File: config.mk
export PLATFORM = sky130hd
export DESIGN_NAME = data_sync_tx_ctrl
export DESIGN_NICKNAME = d
export VERILOG_FILES = /design/src/rtl/data_sync_tx_ctrl_pkg.sv /design/src/rtl/data_sync_tx_ctrl_ack_sync.sv /design/src/rtl/data_sync_tx_ctrl.sv
export SDC_FILE = /design/constraint.sdc
export NUM_CORES = 1
export LEC_CHECK = 0
export BUFFER_PORTS_ARGS = -buffer_cell sky130_fd_sc_hd__buf_2
export CAP_MARGIN = 10
export CELL_PAD_IN_SITES_DETAIL_PLACEMENT = 0
export CELL_PAD_IN_SITES_GLOBAL_PLACEMENT = 2
export CORE_ASPECT_RATIO = 1.75
export CORE_MARGIN = 4
export CORE_UTILIZATION = 30
export CTS_BUF_LIST = sky130_fd_sc_hd__clkbuf_4
export DETAILED_ROUTE_END_ITERATION = 7
export PLACE_DENSITY_LB_ADDON = 0.1
export SYNTH_ARGS = -nofsm -noshare
export SYNTH_HDL_FRONTEND = slang
export SYNTH_SLANG_ARGS = --single-unit
export TNS_END_PERCENT = 50
File: constraint.sdc
create_clock -name CLK -period 1.4 [get_ports CLK]
set_input_delay 0 -clock CLK [delete_from_list [all_inputs] [get_ports CLK]]
set_output_delay 0 -clock CLK [all_outputs]
set_load 0.02 [all_outputs]
File: src/rtl/data_sync_tx_ctrl_pkg.sv
// Shared constants for the source-side launcher of the Data_Sync bus synchronizer:
// FSM encodings, requester indices and the counter-width helper.
package data_sync_tx_ctrl_pkg;

    typedef logic [1:0] state_t;

    localparam state_t ST_IDLE    = 2'd0;
    localparam state_t ST_REQ     = 2'd1;
    localparam state_t ST_RELEASE = 2'd2;

    localparam logic REQ0 = 1'b0;
    localparam logic REQ1 = 1'b1;

    // Bits needed to hold values 0..value-1.
    function automatic int clog2(input int value);
        int result;
        int rem;
        result = 0;
        rem    = value - 1;
        while (rem > 0) begin
            result = result + 1;
            rem    = rem >> 1;
        end
        return result;
    endfunction

endpackage

File: src/rtl/data_sync_tx_ctrl_ack_sync.sv
// Level synchronizer bringing the destination acknowledge into the CLK domain.
module ack_sync #(
    parameter int NUM_OF_STAGES = 2
) (
    input  logic CLK,
    input  logic RST,
    input  logic async_i,
    output logic sync_o
);

    logic [NUM_OF_STAGES-1:0] sync_q;

    // Shift chain; only the last stage is safe to use.
    always_ff @(posedge CLK or negedge RST) begin
        if (!RST) begin
            sync_q <= {NUM_OF_STAGES{1'b0}};
        end else begin
            sync_q <= {sync_q[NUM_OF_STAGES-2:0], async_i};
        end
    end

    assign sync_o = sync_q[NUM_OF_STAGES-1];

endmodule

File: src/rtl/data_sync_tx_ctrl.sv
// Two-requester round-robin launcher driving unsync_bus/bus_enable with a 4-phase
// handshake closed by the synchronized destination acknowledge, with timeout recovery.
module data_sync_tx_ctrl
    import data_sync_tx_ctrl_pkg::*;
#(
    parameter int BUS_WIDTH      = 8,
    parameter int NUM_OF_STAGES  = 2,
    parameter int TIMEOUT_CYCLES = 255
) (
    input  logic                 CLK,
    input  logic                 RST,
    input  logic                 req0_valid,
    input  logic [BUS_WIDTH-1:0] req0_data,
    output logic                 req0_ready,
    input  logic                 req1_valid,
    input  logic [BUS_WIDTH-1:0] req1_data,
    output logic                 req1_ready,
    input  logic                 ack_async,
    output logic [BUS_WIDTH-1:0] unsync_bus,
    output logic                 bus_enable,
    output logic                 busy,
    output logic                 grant_id,
    output logic                 done_pulse,
    output logic                 timeout_err,
    input  logic                 err_clr
);

    localparam int CNT_W = (clog2(TIMEOUT_CYCLES + 1) < 1) ? 1 : clog2(TIMEOUT_CYCLES + 1);
    localparam logic             TO_EN    = (TIMEOUT_CYCLES != 0) ? 1'b1 : 1'b0;
    localparam logic [CNT_W-1:0] CNT_LAST = CNT_W'(TIMEOUT_CYCLES - 1);
    localparam logic [CNT_W-1:0] CNT_ONE  = CNT_W'(1);

    state_t               state_q, state_d;
    logic                 ptr_q, ptr_d;
    logic                 grant_q, grant_d;
    logic [BUS_WIDTH-1:0] bus_q, bus_d;
    logic                 bus_en_q, bus_en_d;
    logic                 busy_q, busy_d;
    logic                 done_q, done_d;
    logic                 terr_q, terr_d;
    logic                 tflag_q, tflag_d;
    logic [CNT_W-1:0]     cnt_q, cnt_d;
    logic                 run_q;

    logic ack_s;
    logic winner_s;
    logic accept_s;
    logic timeout_hit_s;
    logic set_err_s;

    ack_sync #(
        .NUM_OF_STAGES(NUM_OF_STAGES)
    ) u_ack_sync (
        .CLK    (CLK),
        .RST    (RST),
        .async_i(ack_async),
        .sync_o (ack_s)
    );

    // Round-robin pick; a lone valid wins regardless of the pointer.
    always_comb begin
        winner_s = REQ0;
        if (req0_valid && req1_valid) begin
            winner_s = ptr_q;
        end else if (req0_valid) begin
            winner_s = REQ0;
        end else begin
            winner_s = REQ1;
        end
    end

    // run_q keeps ready low while reset is held and for the release cycle.
    assign accept_s      = run_q && (state_q == ST_IDLE) && (req0_valid || req1_valid);
    assign req0_ready    = accept_s && (winner_s == REQ0);
    assign req1_ready    = accept_s && (winner_s == REQ1);
    assign timeout_hit_s = TO_EN && (cnt_q == CNT_LAST);

    // Handshake sequencing; bus_enable is a flop so the destination never sees a glitch.
    always_comb begin
        state_d   = state_q;
        ptr_d     = ptr_q;
        grant_d   = grant_q;
        bus_d     = bus_q;
        bus_en_d  = bus_en_q;
        busy_d    = busy_q;
        done_d    = 1'b0;
        tflag_d   = tflag_q;
        cnt_d     = cnt_q;
        set_err_s = 1'b0;
        case (state_q)
            ST_IDLE: begin
                if (accept_s) begin
                    state_d  = ST_REQ;
                    bus_d    = (winner_s == REQ1) ? req1_data : req0_data;
                    grant_d  = winner_s;
                    ptr_d    = ~winner_s;
                    bus_en_d = 1'b1;
                    busy_d   = 1'b1;
                    cnt_d    = {CNT_W{1'b0}};
                    tflag_d  = 1'b0;
                end else begin
                    state_d = ST_IDLE;
                end
            end
            ST_REQ: begin
                if (ack_s) begin
                    state_d  = ST_RELEASE;
                    bus_en_d = 1'b0;
                end else if (timeout_hit_s) begin
                    state_d   = ST_RELEASE;
                    bus_en_d  = 1'b0;
                    tflag_d   = 1'b1;
                    set_err_s = 1'b1;
                end else begin
                    cnt_d = cnt_q + CNT_ONE;
                end
            end
            ST_RELEASE: begin
                if (!ack_s) begin
                    state_d = ST_IDLE;
                    busy_d  = 1'b0;
                    done_d  = ~tflag_q;
                end else begin
                    state_d = ST_RELEASE;
                end
            end
            default: begin
                state_d  = ST_IDLE;
                bus_en_d = 1'b0;
                busy_d   = 1'b0;
            end
        endcase
    end

    // Sticky timeout flag: a new abort beats a simultaneous clear.
    always_comb begin
        if (set_err_s) begin
            terr_d = 1'b1;
        end else if (err_clr) begin
            terr_d = 1'b0;
        end else begin
            terr_d = terr_q;
        end
    end

    // State and output registers.
    always_ff @(posedge CLK or negedge RST) begin
        if (!RST) begin
            state_q  <= ST_IDLE;
            ptr_q    <= REQ0;
            grant_q  <= REQ0;
            bus_q    <= {BUS_WIDTH{1'b0}};
            bus_en_q <= 1'b0;
            busy_q   <= 1'b0;
            done_q   <= 1'b0;
            terr_q   <= 1'b0;
            tflag_q  <= 1'b0;
            cnt_q    <= {CNT_W{1'b0}};
            run_q    <= 1'b0;
        end else begin
            state_q  <= state_d;
            ptr_q    <= ptr_d;
            grant_q  <= grant_d;
            bus_q    <= bus_d;
            bus_en_q <= bus_en_d;
            busy_q   <= busy_d;
            done_q   <= done_d;
            terr_q   <= terr_d;
            tflag_q  <= tflag_d;
            cnt_q    <= cnt_d;
            run_q    <= 1'b1;
        end
    end

    assign unsync_bus  = bus_q;
    assign bus_enable  = bus_en_q;
    assign busy        = busy_q;
    assign grant_id    = grant_q;
    assign done_pulse  = done_q;
    assign timeout_err = terr_q;

endmodule

---- Word-level counts from Yosys, hierarchy flattened ----
Index checks and enable logic that the tools add are counted.
operators by class
  add/sub/neg operators ................... 1
  divide/modulo/power cells ............... 0
  $mul .................................... 0
  bitwise gates (word level) .............. 4
  shift-type cells ........................ 0
  $lt $le $gt $ge ......................... 0
  reduce and logical (&&, ||, !) cells .... 14
  equality and inequality tests ........... 9
  multiplexer cells ....................... 29
operators by type and width
  cell                   number
  $mux W8                4
  $mux W1                17
  $pmux W8 S2            1
  $ne A2 B2 Y1 const B   5
  $add A8 B1 Y8 const B  1
  $eq A8 B8 Y1 const B   1
  $reduce_and A4 Y1      2
  $mux W2                3
  $pmux W1 S3            2
  $pmux W2 S3            1
  $reduce_and A3 Y1      2
  $logic_and A1 B1 Y1    5
  $not A1 Y1             4
  $reduce_bool A2 Y1     2
  $ne A3 B2 Y1 const B   1
  $eq A2 B1 Y1 const B   1
  $eq A2 B2 Y1 const B   1
  $logic_not A2 Y1       1
  $pmux W1 S2            1
  $reduce_and A2 Y1      1
  $logic_or A1 B1 Y1     1
storage, ports and cells
  bits of input ports ..................... 22
  memory bits (writable) .................. 0
  bits in read-only memories .............. 0
  memories kept ........................... 0
  latch bits .............................. 0
  word-level logic and storage cells ...... 69
  register bits after elaboration ......... 28
  output and inout port bits .............. 15

---- Depth between registers and ports, before layout ----
  depth in word-level cells ............... 5
  mapped depth ............................ 6
  mapped depth without buffers ............ 6

---- Cells and area by module ----
Synthesis repeated with hierarchy kept, for this count alone.
unflattened totals
  cells, all modules ...................... 116
  area total of the unflattened synthesis .. 1,298.7 µm²
by module, submodules not included
  module             cells each  seq. area each (µm²)  times used  area an instance (µm²)
  data_sync_tx_ctrl  114         650.6                 1           1,248.7
  ack_sync           2           50.0                  1           50.0

---- Least setup slack after synthesis ----
Ideal clock, no wire load.
  path type ............................... flip-flop to flip-flop
  from .................................... register state_q[1]
  to ...................................... register bus_q[6] (netlist: unsync_bus[6])
  clock period less this slack ............ 1.420 ns
  library setup time ...................... 0.118 ns
  buffers on the path ..................... 1
  arrival ................................. 1.302 ns
  slack ................................... -0.020 ns
  data required time ...................... 1.282 ns
  stages on the path, launching flop included .. 6
  cell sequence ........................... dfrtp_1 nor3b_2 o21ai_2 buf_6 a22o_1 a21o_1
between the ends
  longest elaborated chain between the ends .. 4
ends and longest elaborated chain
  element                           RTL line                                          source
  start: declaration                data_sync_tx_ctrl.sv:33                           state_t state_q, state_d;
  start signal: assignment          data_sync_tx_ctrl.sv:161                          state_q <= state_d;
  $logic_not A2 Y1 (*)              data_sync_tx_ctrl.sv:73, data_sync_tx_ctrl.sv:90
  $logic_and A1 B1 Y1 (2 in a row)  data_sync_tx_ctrl.sv:73                           assign accept_s = run_q && (state_q == ST_IDLE) && (req0_valid || req1_valid);
  $reduce_and A2 Y1 (no line) (*)   n/a
  end signal: assignment            data_sync_tx_ctrl.sv:152                          bus_q <= {BUS_WIDTH{1'b0}};
  end signal: assignment            data_sync_tx_ctrl.sv:164                          bus_q <= bus_d;
  end: declaration                  data_sync_tx_ctrl.sv:36                           logic [BUS_WIDTH-1:0] bus_q, bus_d;
Mark *: on every way between the ends. The rest lies on a longest branch, timed or not.
A chain may end at the register's enable or synchronous reset.

---- Final worst setup path ----
  from .................................... register state_q[1]
  to ...................................... register cnt_q[4]
between the ends
  longest elaborated chain between the ends .. 5
  elaborated cells on any way between the ends .. 10
  those cells by class .................... eq/ne: 4; mux: 1; reduce/logical: 5
ends and longest elaborated chain
  element                           RTL line                                          source
  $logic_not A2 Y1                  data_sync_tx_ctrl.sv:73, data_sync_tx_ctrl.sv:90
  $logic_and A1 B1 Y1 (2 in a row)  data_sync_tx_ctrl.sv:73
  $ne A2 B2 Y1 (no line)            n/a
  $reduce_and A4 Y1 (no line)       n/a
  end signal: assignment            data_sync_tx_ctrl.sv:158                          cnt_q <= {CNT_W{1'b0}};
  end signal: assignment            data_sync_tx_ctrl.sv:170                          cnt_q <= cnt_d;
  end: declaration                  data_sync_tx_ctrl.sv:42                           logic [CNT_W-1:0] cnt_q, cnt_d;
Parallel ways exist; a longest one is shown, timed or not.

==> summary.md <==
| Metric | Value |
|---|---|
| Buffers & Inverters on Critical Path | 1 |
| Worst skew pair latency | 320 ps |
| Final hold vios | 0 |
| GRT Residual Overflow | 0 |
| Layout area overhead | 61.8% |
| FF+latch area | 703 um^2 |
| Cell area after synthesis | 0.00129 mm^2 |
| Htree depth | 1 |
| Total power | 0.00316 W |
| Reg-to-reg slack, setup | -90 ps |
| Synthesis Warnings | 0 |
| Number of port buffers | 36 |
| Vias | 1174 |
| Crit path launch type | flop |
| CP arrival | 1770 ps |
| Average size of a mapped cell | 11.8 um^2 |
| ANT cells | 0 |
| Pleak | 1.06 nW |
| Final WL | 3.53 mm |
| GP Congestion | 0.785 |
| DRC viols | 0 |
| Status | complete, but fails checks |
| Router iterations before antenna repair | 4 |
| Main combinational cell family by area after synthesis | compound AO/OA/AOI/OAI gates |
| # setup viols final | 15 |
| Gr usage total | 13.9% |
| Fin. max-slew vios | 0 |
| Max-cap violations | 0 |
| Vias in the first global route | 1288 |
| Register-to-Register Path Depth | 5 |
| CP cell instances | buf_6 -> nor3b_4 -> o21ai_4 -> or3_1 -> nand3_1 |
| Critical Setup Path Class | reg -> reg |
| Post-synthesis cell type count | 38 |
| # IOs | 37 |
| Die Area | 0.00547 mm^2 |
| Placed cells | 211 |
| Worst Path Max Fanout | 6 |
| Num CTS Buffers | 3 |
| Synth Area in Simple Gates | 17.0% |
| CP peak stage delay | 470 ps |
| Initial Util | 31.2% |
| Mux share of post-synthesis cell area | 0% |
| HPWL after DPL | 2.49 mm |
| Die Y | 94.9 um |
| CP top delay family | simple AND/OR/NAND/NOR gates |
| Reg clk slew, reported paths | 150 ps |
| Post-route insts no fill | 242 |
| Vias/cell | 4.85 |
| Setup WS post-layout | -93.7 ps |
| Post-route ant nets | 0 |
| WHS Path Cells | 4 |
| Fillers | 380 |
| Relative slew margins | 57.5% |
| Hold path endpoint | state_q[0] |
| Seq cells post-synth | 28 |
| First-pass GRT wire length | 5.85 mm |
| Skew final | 4.52 ps |
| Hold Path Class | in -> reg |
| Avg WL per Cell | 14.6 um |
| Clock buffer depth | 2 |
| Largest net degree at the start of global routing | 29 |
| Initial antenna violation count | 0 |
| Core box area | 0.00415 mm^2 |
| Pwr/cell area | 1510 mW/mm^2 |
| Cells after Synth | 110 |
| Multi-input logic area | 676 um^2 |
| Worst hold slack | 187 ps |
| Peak Freq | 669 MHz |
| Worst R2R End | cnt_q[4] |
| Layout cells sized above 1 | 48.2% |
| Fin crit period | 1490 ps |
| Nets@finish | 218 |
| DIE WIDTH | 57.6 um |
| Min-delay src | req1_valid |
| Worst path required time | 1680 ps |
| Initial DRC count | 32 |
| Final period util | 107% |
| CP max-delay cell | dfrtp_2 |
| Synthesized Nets | 134 |
| Violated checks | negative setup slack |
| Row count | 31 |
| Reg2Reg Launch Point | state_q[1] |
| Post-Synth Adder-Cell Area | 1.93% |
| Worst slack at placement | -54.9 ps |
| Compound-cell area share of the yosys netlist | 23.6% |
| CTS tree | yes |
| Crit path capture type | flop |
| TritonCTS Sinks | 28 |
| Fin area | 0.00209 mm^2 |
| Sequential element share of the synthesized area | 54.2% |
| Root Buffer | clkbuf_4 |
| Peak VDD IR | 0.807 mV |
| Placed cell area | 0.00167 mm^2 |
| Unrepaired setup endpoints after global routing | yes |
| Xor and xnor area share after synthesis | 0% |
| Least-Margin Pin Slew | 637 ps |
[worst max-delay path by stage]
stage | start | endpoint | slack (ps) | depth (start not counted)
2_1_floorplan | state_q[1] | unsync_bus[6] | -9 | 5
4_1_cts | state_q[0] | req1_ready | -110 | 4
5_1_grt | state_q[1] | cnt_q[6] | -180 | 5
6_report | state_q[1] | cnt_q[4] | -90 | 5
3_3_place_gp | state_q[1] | unsync_bus[3] | -50 | 4
3_5_place_dp | state_q[1] | unsync_bus[3] | -50 | 4
[worst reg2reg max path: cells and delay by family, from the launching register on]
kind	cells	cell delay [ps]
and+or+nand+nor	3	710
AOI/OAI and AO/OA	1	140
buffers and inverters	1	130
DFF	1	470
[power by group]
part	switching (W)	leakage, nW	internal, W
Combinational	0.000750	0.688	0.000863
Sequential	0.000164	0.357	0.00104
Clock	0.000240	0.0154	0.000104
[through the flow]
step | util (%) | TNS (ps)
6_report | 50.4 | -896
5_1_grt | 50.4 | -2270
3_3_place_gp | 40.3 | -383
4_1_cts | 48.7 | -1190
3_5_place_dp | 40.3 | -564
2_1_floorplan | - | -8.88
[cell usage after synthesis]
library cell	instances	share of area [%]
a21o_1	9	5.2
a21o_2	2	1.4
a21oi_1	3	1.2
a21oi_4	1	1.3
a22o_1	1	0.68
a22o_2	7	5.4
a22oi_1	2	1.2
a31oi_1	3	1.5
a41oi_1	1	0.68
and2b_2	1	0.68
and3_1	3	1.5
and4_1	1	0.68
buf_1	1	0.29
buf_2	1	0.39
buf_6	1	0.87
conb_1	1	0.29
dfrtp_1	28	54
ha_1	2	1.9
inv_1	5	1.5
nand2_1	5	1.5
nand2_2	1	0.48
nand2b_1	2	0.97
nand3_1	12	4.6
nand3b_1	1	0.58
nand4_2	1	0.97
nor3b_2	1	0.97
nor3b_4	1	1.5
nor4_1	1	0.48
nor4b_1	1	0.68
o21a_1	2	1.2
o21a_2	1	0.68
o21ai_0	1	0.39
o21ai_1	1	0.39
o21ai_2	1	0.68
o21ai_4	1	1.3
o221ai_1	1	0.68
or2b_1	1	0.58
or3_1	2	0.97
[routing by layer]
metal	global-route usage, %	vias to the layer above	part of all wire (%)
li1	-	573	-
met1	14.6	560	36
met2	27.0	35	58
met3	1.64	6	3.4
met4	5.61	0	2.2
met5	0	-	0
[registers in the layout, indices dropped and copies added, names as in the netlist]
register and count:
grant_id 1, tflag_q 1, timeout_err 1, busy 1, state_q 2, done_pulse 1, u_ack_sync.sync_q 2, unsync_bus 8
ptr_q 1, cnt_q 8, bus_enable 1, run_q 1
[layout make-up]
| type | count | area share (%) |
|---|---|---|
| tap | 49 | 2.93 |
| multi-input combinational | 74 | 32.3 |
| inverter | 5 | 0.897 |
| clock buffer | 3 | 1.08 |
| timing repair buffer | 82 | 29.0 |
| clock inverter | 1 | 0.179 |
| sequential | 28 | 33.6 |
[kinds of logic (layout without fill, tap and decap cells)]
| family | after synthesis | count (layout) |
|---|---|---|
| flops | 28 | 28 |
| other cells | 1 | 1 |
| simple gates | 34 | 34 |
| buf+inv | 8 | 91 |
| compound gates | 37 | 37 |
| fa+ha+maj | 2 | 2 |
[cells in the final DEF (no fill, tap or decap), types with 2 or more instances in the layout]
master,n
dfrtp_2,2
buf_6,6
dlygate4sd3_1,19
dfrtp_1,26
nand2_1,5
clkbuf_4,3
o21a_1,2
a21oi_1,3
and3_1,3
or3_1,2
inv_1,4
a21o_1,9
buf_4,22
a22o_4,6
buf_2,34
nand3_1,11
o21ai_4,2
nand2b_1,2
a31oi_1,3
nor3b_4,2
a21o_2,2
[repair_timing]
item,in CTS,in global routing
endpoints found under the hold margin,38,0
endpoints found under the setup margin,21,23
gates resized for setup,16,12
pin swaps,8,4
buffers inserted,7,1
hold buffers,19,0
Power figures use the tool's default switching activity.
